==> config.mk <==
export PLATFORM = sky130hd
export DESIGN_NAME = mdu_ctrl
export DESIGN_NICKNAME = d
export VERILOG_FILES = /design/src/rtl/mdu_pkg.sv /design/src/rtl/mdu_ctrl_div_iter.sv /design/src/rtl/mdu_ctrl.sv
export SDC_FILE = /design/constraint.sdc
export NUM_CORES = 2
export LEC_CHECK = 0
export ABC_AREA = 1
export CAP_MARGIN = 20
export CORE_ASPECT_RATIO = 2
export CORE_MARGIN = 2
export CORE_UTILIZATION = 48
export CTS_CLUSTER_DIAMETER = 200
export CTS_CLUSTER_SIZE = 30
export DETAILED_ROUTE_END_ITERATION = 12
export PLACE_DENSITY = 0.6
export SKIP_LAST_GASP = 1
export SLEW_MARGIN = 20
export SYNTH_ARGS = -nofsm -noshare
export SYNTH_HDL_FRONTEND = slang
export SYNTH_SLANG_ARGS = --single-unit
==> constraint.sdc <==
create_clock -name clk -period 14.6 [get_ports clk]
set_clock_uncertainty 0.2 [all_clocks]
set_input_delay 1.46 -clock clk [delete_from_list [all_inputs] [get_ports clk]]
set_output_delay 1.46 -clock clk [all_outputs]
set_load 0.02 [all_outputs]
==> src/rtl/mdu_pkg.sv <==
// mdu_pkg: shared types and constants for the multiply/divide controller.
//   - mdu_state_e : controller state encoding
//   - DIV_CYCLES  : number of restoring-division iterations
//   - CNT_W       : width of the iteration counter
//   - ALU_*       : MDU opcodes, mirroring the encodings in aludefines.vh
//   - helper functions classifying an ALU opcode
package mdu_pkg;

    typedef enum logic [2:0] {
        S_IDLE,
        S_MUL,
        S_DIV,
        S_FIX,
        S_DONE
    } mdu_state_e;

    localparam int DIV_CYCLES = 32;
    localparam int CNT_W      = 5;

    // Must stay bit-identical to the ALU decoder's aludefines.vh values.
    localparam logic [4:0] ALU_MULT  = 5'b11000;
    localparam logic [4:0] ALU_MULTU = 5'b11001;
    localparam logic [4:0] ALU_DIV   = 5'b11010;
    localparam logic [4:0] ALU_DIVU  = 5'b11011;

    function automatic logic is_mdu_op(input logic [4:0] op);
        return (op == ALU_MULT) || (op == ALU_MULTU) ||
               (op == ALU_DIV)  || (op == ALU_DIVU);
    endfunction

    function automatic logic is_div_op(input logic [4:0] op);
        return (op == ALU_DIV) || (op == ALU_DIVU);
    endfunction

    function automatic logic is_signed_op(input logic [4:0] op);
        return (op == ALU_MULT) || (op == ALU_DIV);
    endfunction

endpackage

==> src/rtl/mdu_ctrl_div_iter.sv <==
// div_iter: unsigned restoring divider datapath, one quotient bit per cycle.
//   clk, rst      : clock, asynchronous active-high reset
//   load_i        : load dividend/divisor and clear the partial remainder
//   step_i        : perform one shift/subtract iteration
//   dividend_i    : unsigned dividend (sampled on load_i)
//   divisor_i     : unsigned divisor  (sampled on load_i)
//   quot_o, rem_o : quotient and remainder after the final iteration
module div_iter
    import mdu_pkg::*;
(
    input  logic        clk,
    input  logic        rst,
    input  logic        load_i,
    input  logic        step_i,
    input  logic [31:0] dividend_i,
    input  logic [31:0] divisor_i,
    output logic [31:0] quot_o,
    output logic [31:0] rem_o
);

    // {remainder, quotient}: dividend bits shift out of the low half into
    // the high half while quotient bits shift in from the bottom.
    logic [63:0] rq_q, rq_d;
    logic [31:0] dvs_q, dvs_d;

    // The shifted remainder can reach 33 bits when the divisor exceeds
    // 2^31, so the trial subtraction is done one bit wider plus a borrow.
    logic [32:0] trial;
    logic [33:0] diff;

    always_comb begin
        trial = rq_q[63:31];
        diff  = {1'b0, trial} - {2'b00, dvs_q};
        rq_d  = rq_q;
        dvs_d = dvs_q;
        if (load_i) begin
            rq_d  = {32'h0, dividend_i};
            dvs_d = divisor_i;
        end else if (step_i) begin
            if (!diff[33]) begin
                rq_d = {diff[31:0], rq_q[30:0], 1'b1};
            end else begin
                rq_d = {rq_q[62:0], 1'b0};
            end
        end
    end

    always_ff @(posedge clk or posedge rst) begin
        if (rst) begin
            rq_q  <= '0;
            dvs_q <= '0;
        end else begin
            rq_q  <= rq_d;
            dvs_q <= dvs_d;
        end
    end

    assign quot_o = rq_q[31:0];
    assign rem_o  = rq_q[63:32];

endmodule

==> src/rtl/mdu_ctrl.sv <==
// mdu_ctrl: multi-cycle multiply/divide controller for the EX stage.
//   clk, rst     : clock, asynchronous active-high reset
//   start_i      : EX-stage instruction valid
//   alucontrol_i : ALU opcode; MULT/MULTU/DIV/DIVU are accepted
//   a_i, b_i     : rs / rt operands (only sampled in the accept cycle)
//   flush_i      : cancels any operation in flight, suppresses the write
//   stall_o      : combinational pipeline stall request
//   hilo_we_o    : one-cycle HI/LO write strobe
//   hi_o, lo_o   : result; change only on entry to DONE, otherwise held
module mdu_ctrl
    import mdu_pkg::*;
(
    input  logic        clk,
    input  logic        rst,
    input  logic        start_i,
    input  logic [4:0]  alucontrol_i,
    input  logic [31:0] a_i,
    input  logic [31:0] b_i,
    input  logic        flush_i,
    output logic        stall_o,
    output logic        hilo_we_o,
    output logic [31:0] hi_o,
    output logic [31:0] lo_o
);

    mdu_state_e       state_q, state_d;
    logic [CNT_W-1:0] cnt_q, cnt_d;
    logic [31:0]      a_q, a_d;
    logic [31:0]      b_q, b_d;
    logic             sgn_q, sgn_d;
    logic             q_neg_q, q_neg_d;
    logic             r_neg_q, r_neg_d;
    logic [31:0]      hi_q, hi_d;
    logic [31:0]      lo_q, lo_d;

    logic        accept;
    logic        op_signed;
    logic [31:0] a_mag, b_mag;
    logic        div_load, div_step;
    logic [31:0] div_quot, div_rem;
    logic [63:0] a_ext, b_ext, prod;

    assign op_signed = is_signed_op(alucontrol_i);
    assign accept    = (state_q == S_IDLE) && start_i && !flush_i &&
                       is_mdu_op(alucontrol_i);

    // The divider only ever sees magnitudes; signs are restored in FIX.
    assign a_mag = (op_signed && a_i[31]) ? -a_i : a_i;
    assign b_mag = (op_signed && b_i[31]) ? -b_i : b_i;

    assign div_load = accept && is_div_op(alucontrol_i);
    assign div_step = (state_q == S_DIV) && !flush_i;

    div_iter u_div_iter (
        .clk        (clk),
        .rst        (rst),
        .load_i     (div_load),
        .step_i     (div_step),
        .dividend_i (a_mag),
        .divisor_i  (b_mag),
        .quot_o     (div_quot),
        .rem_o      (div_rem)
    );

    // Low 64 bits of the extended product are correct for both signedness.
    assign a_ext = sgn_q ? {{32{a_q[31]}}, a_q} : {32'h0, a_q};
    assign b_ext = sgn_q ? {{32{b_q[31]}}, b_q} : {32'h0, b_q};
    assign prod  = a_ext * b_ext;

    always_comb begin
        state_d   = state_q;
        cnt_d     = cnt_q;
        a_d       = a_q;
        b_d       = b_q;
        sgn_d     = sgn_q;
        q_neg_d   = q_neg_q;
        r_neg_d   = r_neg_q;
        hi_d      = hi_q;
        lo_d      = lo_q;
        stall_o   = 1'b0;
        hilo_we_o = 1'b0;

        if (flush_i) begin
            state_d = S_IDLE;
        end else begin
            unique case (state_q)
                S_IDLE: begin
                    if (accept) begin
                        stall_o = 1'b1;
                        a_d     = a_i;
                        b_d     = b_i;
                        sgn_d   = op_signed;
                        q_neg_d = op_signed && (a_i[31] ^ b_i[31]);
                        r_neg_d = op_signed && a_i[31];
                        cnt_d   = '0;
                        state_d = is_div_op(alucontrol_i) ? S_DIV : S_MUL;
                    end
                end
                S_MUL: begin
                    stall_o = 1'b1;
                    hi_d    = prod[63:32];
                    lo_d    = prod[31:0];
                    state_d = S_DONE;
                end
                S_DIV: begin
                    stall_o = 1'b1;
                    cnt_d   = cnt_q + 1'b1;
                    if (cnt_q == CNT_W'(DIV_CYCLES - 1)) begin
                        state_d = S_FIX;
                    end
                end
                S_FIX: begin
                    stall_o = 1'b1;
                    if (b_q == 32'h0) begin
                        // Report the original (signed) dividend, not its magnitude.
                        hi_d = a_q;
                        lo_d = 32'hFFFF_FFFF;
                    end else begin
                        hi_d = r_neg_q ? -div_rem  : div_rem;
                        lo_d = q_neg_q ? -div_quot : div_quot;
                    end
                    state_d = S_DONE;
                end
                S_DONE: begin
                    // start_i here still belongs to the completing instruction.
                    hilo_we_o = 1'b1;
                    state_d   = S_IDLE;
                end
                default: begin
                    state_d = S_IDLE;
                end
            endcase
        end
    end

    always_ff @(posedge clk or posedge rst) begin
        if (rst) begin
            state_q <= S_IDLE;
            cnt_q   <= '0;
            a_q     <= '0;
            b_q     <= '0;
            sgn_q   <= 1'b0;
            q_neg_q <= 1'b0;
            r_neg_q <= 1'b0;
            hi_q    <= '0;
            lo_q    <= '0;
        end else begin
            state_q <= state_d;
            cnt_q   <= cnt_d;
            a_q     <= a_d;
            b_q     <= b_d;
            sgn_q   <= sgn_d;
            q_neg_q <= q_neg_d;
            r_neg_q <= r_neg_d;
            hi_q    <= hi_d;
            lo_q    <= lo_d;
        end
    end

    assign hi_o = hi_q;
    assign lo_o = lo_q;

endmodule

Word-level counts from Yosys, hierarchy flattened
Cells that the tools add are included.
{ "classes": {"add_sub_neg": 6, "mul": 1, "n_div": 0, "order_cmp": 0, "n_eq_ne": 12, "shifts": 0, "muxes": 25, "n_bitwise": 2, "n_reduce_logical": 25} }
{ "op_table": {"columns": ["op", "n"], "rows": [
  ["$mux 64", 5],
  ["$mux 32", 6],
  ["$neg 32->32", 4],
  ["$pmux 32 s2", 2],
  ["$mul 64x64->64", 1],
  ["$sub 33x32->34", 1],
  ["$logic_not 32->1", 1],
  ["$eq 5x5->1 const B", 5],
  ["$pmux 5 s2", 1],
  ["$mux 3", 3],
  ["$pmux 3 s3", 1],
  ["$logic_and 1x1->1", 8],
  ["$eq 3x2->1 const B", 2],
  ["$reduce_and 3->1", 2],
  ["$reduce_bool 2->1", 3],
  ["$add 5x1->5 const B", 1],
  ["$logic_or 1x1->1", 5],
  ["$mux 5", 1],
  ["$mux 1", 4],
  ["$reduce_and 2->1", 2],
  ["$eq 3x1->1 const B", 1],
  ["$eq 3x3->1 const B", 1],
  ["$logic_not 3->1", 1],
  ["$ne 3x2->1 const B", 1],
  ["9 further kinds", 9]
]} }
{ "word_totals": {"register_bits": 235, "latch_bits": 0, "mem_bits_rw": 0, "romBits": 0, "elab_cells": 82, "n_memories": 0} }

Depth between registers and ports, before layout
{ "logic_depth": {"word_depth": 8, "depth_mapped": 43, "ltp_nobuf": 41} }

Hierarchy
A second synthesis with hierarchy kept.
{ "hier_totals": {"cells_unflattened": 8558, "hier_area_um2": 65843.1} }
{ "modules_own_cells": {"columns": ["mod", "instances", "cells_each", "area_per_inst_um2"], "rows": [
  ["mdu_ctrl", 1, 7539, 59163.0],
  ["div_iter", 1, 1019, 6680.2]
]} }

Worst setup path after synthesis
OpenSTA, ideal clock, no wires.
{ "synth_path": {"path_type": "register to register", "start": "register a_q[31]", "end": "register hi_q[31] (netlist: hi_o[31])", "arrival_ns": 8.549, "path_slack_ns": 5.774, "stages_incl_launch_ff": 36, "synth_period_minus_slack_ns": 8.826, "cell_sequence": "dfrtp_1 > buf_4 > nand2_2 > inv_4 > clkbuf_1 > nand2_1 > fa_1 > inv_1 > fa_1 > fa_1 > inv_1 > fa_1 > inv_1 > fa_1 > fa_1 > fa_1 > inv_1 > fa_1 > inv_1 > fa_1 > inv_1 > fa_1 > inv_1 > ha_1 > nand2_1 > nor3_1 > nand2_1 > nor2_1 > inv_1 > nor3_1 > nand2_1 > nand2_1 > inv_1 > nand2_1 > nand3_1 > a21oi_1"} }
{ "synth_between": {"elab_chain_cells": 3, "elab_cells_between_ends": 4} }
{ "synth_lines": {"columns": ["item", "line", "text"], "rows": [
  ["start: declaration", "mdu_ctrl.sv:28", "logic [31:0] a_q, a_d;"],
  ["start signal: assignment", "mdu_ctrl.sv:140", "a_q <= '0;"],
  ["start signal: assignment", "mdu_ctrl.sv:150", "a_q <= a_d;"],
  ["$mux 64", "mdu_ctrl.sv:66", "assign a_ext = sgn_q ? {{32{a_q[31]}}, a_q} : {32'h0, a_q};"],
  ["$mul 64x64->64", "mdu_ctrl.sv:68", "assign prod = a_ext * b_ext;"],
  ["$pmux 32 s2 (*)", "mdu_ctrl.sv:86", "unique case (state_q)"],
  ["end signal: assignment", "mdu_ctrl.sv:155", "hi_q <= hi_d;"],
  ["end: declaration", "mdu_ctrl.sv:33", "logic [31:0] hi_q, hi_d;"]
]} }
Every way passes the cells marked *; elsewhere a longest branch is shown, timed or not.
A chain may end at the register's enable or synchronous reset.

Final worst setup path
{ "layout_path": {"start": "register a_q[12]", "end": "register hi_q[26] (netlist: hi_o[26])"} }
{ "layout_between": {"elab_chain_cells": 3} }
{ "layout_lines": {"columns": ["item", "line"], "rows": [
  ["$mux 64", "mdu_ctrl.sv:66"],
  ["$mul 64x64->64", "mdu_ctrl.sv:68"],
  ["$pmux 32 s2", "mdu_ctrl.sv:86"]
]} }
Every way passes these cells.

==> run_results.csv <==
group,metric,value,unit
die,core.rowCount,191,
critical_path,crit_family,"adder cells",
synthesis,syn-cell-area,65600,um^2
synthesis,synthDominantCellAreaShare,0.433,
critical_path,slowest_stage,"nor4_1",
synthesis,synthTopCellsByCount,"2,526 x inv_1, 1,788 x nand2_1, 1,420 x fa_1",
cells_and_area,layout-drive-gt1-share,0.0284,
min_path,hp-class,"reg2reg",
critical_path,cp.arrival,11.16,ns
synthesis,yosys.area.top_type,"fa_1",
clocking,holdBufCountCts,0,
die,dieArea,140000,um^2
cells_and_area,multi_input_area,48700,um^2
die,core,136000,um^2
clocking,cts.clk_slew.worst_paths,0.15,ns
drt,first_pass_iters,6,
critical_path,required,14.85,ns
drt,drt_iter0_markers,4332,
status,status,"finished, final reports clean",
synthesis,synth_edf_count,0,
synthesis,syn_nets,10253,
critical_path,start_kind,"register",
clocking,numCtsBuffers,11,
synthesis,synth.distinct_cells,58,
die,io_pins,139,
synthesis,synth.top_cells.by_area,"fa_1 43%, inv_1 14%, nand2_1 10%",
synthesis,netlist_instances,8414,
global_routing,gr-total-overflow,0,
place,dp.cells,10044,
critical_path,worstSetupPathType,"reg2reg",
global_routing,first_global_vias,62187,
clocking,post-cts-setup-buffers,0,
clocking,clk_latency,0.56,ns
global_routing,antenna_found_initial,10,
critical_path,critPathBufInv,12,
sta,relSlewSlack,0.151,
clocking,clock_path_buffers,3,
synthesis,syn_area_per_cell,7.79,um^2
sta,max_freq,0.0917,GHz
drt,routed_wirelength,278,mm
die,dieHeight,527,um
global_routing,grt_pass1_wl,407,mm
cells_and_area,final-seq-area,5880,um^2
drt,post_drt_wl_per_cell,27.6,um
sta,setup_violations,0,
sta,rsz0062_at_grt,"no",
drt,drcViolationCount,0,
cells_and_area,final_nets,10159,
sta,slew_viol_final,0,
critical_path,cp-end-kind,"register",
clocking,cts_tree,"done",
global_routing,grt_use_total,0.409,
cells_and_area,instances_no_fill,10063,
drt,antenna_left,0,
critical_path,cpMostUsedCell,"inv_1",
clocking,post_cts_resize_count,0,
cells_and_area,area_growth,5.05,%
die,die_x,265,um
synthesis,synthArstFlopShare,1.00,
synthesis,yosysMostFrequentCell,"inv_1",
sta,min_period,10.91,ns
cells_and_area,nFillCells,13400,
synthesis,yosysWarnings,0,
clocking,cts-root-buf,"clkbuf_16",
place,io_buffers,138,
sta,fin_crit_sh,0.747,
clocking,h-tree-depth,1,
global_routing,grt_max_degree,89,
job,drv_cap,0,
place,dp.final_hpwl,229,mm
drt,route.vias.total,55892,
clocking,clkSinkCount,235,
sta,hold-worst-slack,0.302,ns
sta,setup_tns,0,ns
synthesis,synth-main-ff-cell,"dfrtp_1",
sta,worst_pin_slew,1.27,ns
synthesis,synth_seq_cells,235,
critical_path,critPathMaxFanout,33,
synthesis,seq_area_frac_synth,0.0897,
die,start_util,0.484,
place,gp_congestion,1.05,
drt,routed_via_density,5.55,
sta,hold_viol,0,
critical_path,critPathMaxStageDelay,0.68,ns
-- kinds of logic after synthesis --
group	Yosys count	synth area share
and+or+nand+nor	2599	0.162
xor gates and xnor gates	106	0.0142
DFF	235	0.0897
AOI/OAI and AO/OA	800	0.0673
adders and majority gates	1766	0.500
buffers and inverters	2908	0.168
-- tightest hold or removal path: stages, from the launching register on --
cell	delay (ns)
dfrtp_1	0.37
nand2_1	0.06
o21ai_2	0.05
-- state kept, by name, indices dropped and copies added (netlist names) --
signal and flops:
sgn_q 1, b_q 32, hi_o 32, state_q 3, q_neg_q 1, u_div_iter.dvs_q 32
a_q 32, cnt_q 5, lo_o 32, u_div_iter.rq_q 64, r_neg_q 1
-- per-layer routing --
layer	wire length, um	GRT usage
met1	87000	0.408
met2	139000	0.717
met4	34700	0.400
met3	16700	0.0572
met5	57	0
-- stage by stage --
step	utilization	worst slack (ns)	area, um^2
finish	0.508	3.69	68900
global route	0.508	3.33	68900
CTS	0.508	3.85	68900
detailed placement	0.506	3.84	68600
global placement	0.506	3.76	68600
floorplan	-	5.77	65600
-- layout make-up --
type | count | area share
timing repair buffer | 249 | 0.0321
multi-input combinational | 5271 | 0.707
tap | 1737 | 0.0315
antenna | 6 | 0.000218
clock inverter | 1 | 0.000109
clock buffer | 12 | 0.00405
inverter | 2552 | 0.139
sequential | 235 | 0.0854
-- final timing paths --
path | cells past startpoint | slack [ns] | endpoint | start
setup / recovery | 36 | 3.69 | hi_o[26] | a_q[12]
hold / removal | 2 | 0.30 | u_div_iter.dvs_q[29] | u_div_iter.dvs_q[29]
setup reg to reg | 36 | 3.69 | hi_o[26] | a_q[12]
hold reg to reg | 2 | 0.30 | u_div_iter.dvs_q[29] | u_div_iter.dvs_q[29]
max in group asynchronous | 4 | 11.06 | hi_o[14] | rst
min in group asynchronous | 2 | 1.13 | cnt_q[0] | rst
-- cell usage in the layout (no fill, tap or decap), types with 11 or more instances in the layout --
master,instances
o21ai_1,65
nor4_1,23
nor2_1,444
o21ai_0,275
inv_1,2524
o21bai_1,16
nand3_1,200
o211ai_1,24
nor3_1,32
ha_1,346
o221ai_1,23
nand4_1,28
a21oi_1,303
nand3_2,13
clkbuf_16,11
buf_4,111
inv_2,25
nand2_1,1787
dfrtp_1,234
o31ai_1,11
xor2_1,78
fa_1,1420
a31oi_1,27
xnor2_1,28
clkdlybuf4s50_1,138
nor2_2,24
Power is not shown: default switching activity piles up to over one toggle a cycle in this logic, so the estimate is an artifact.
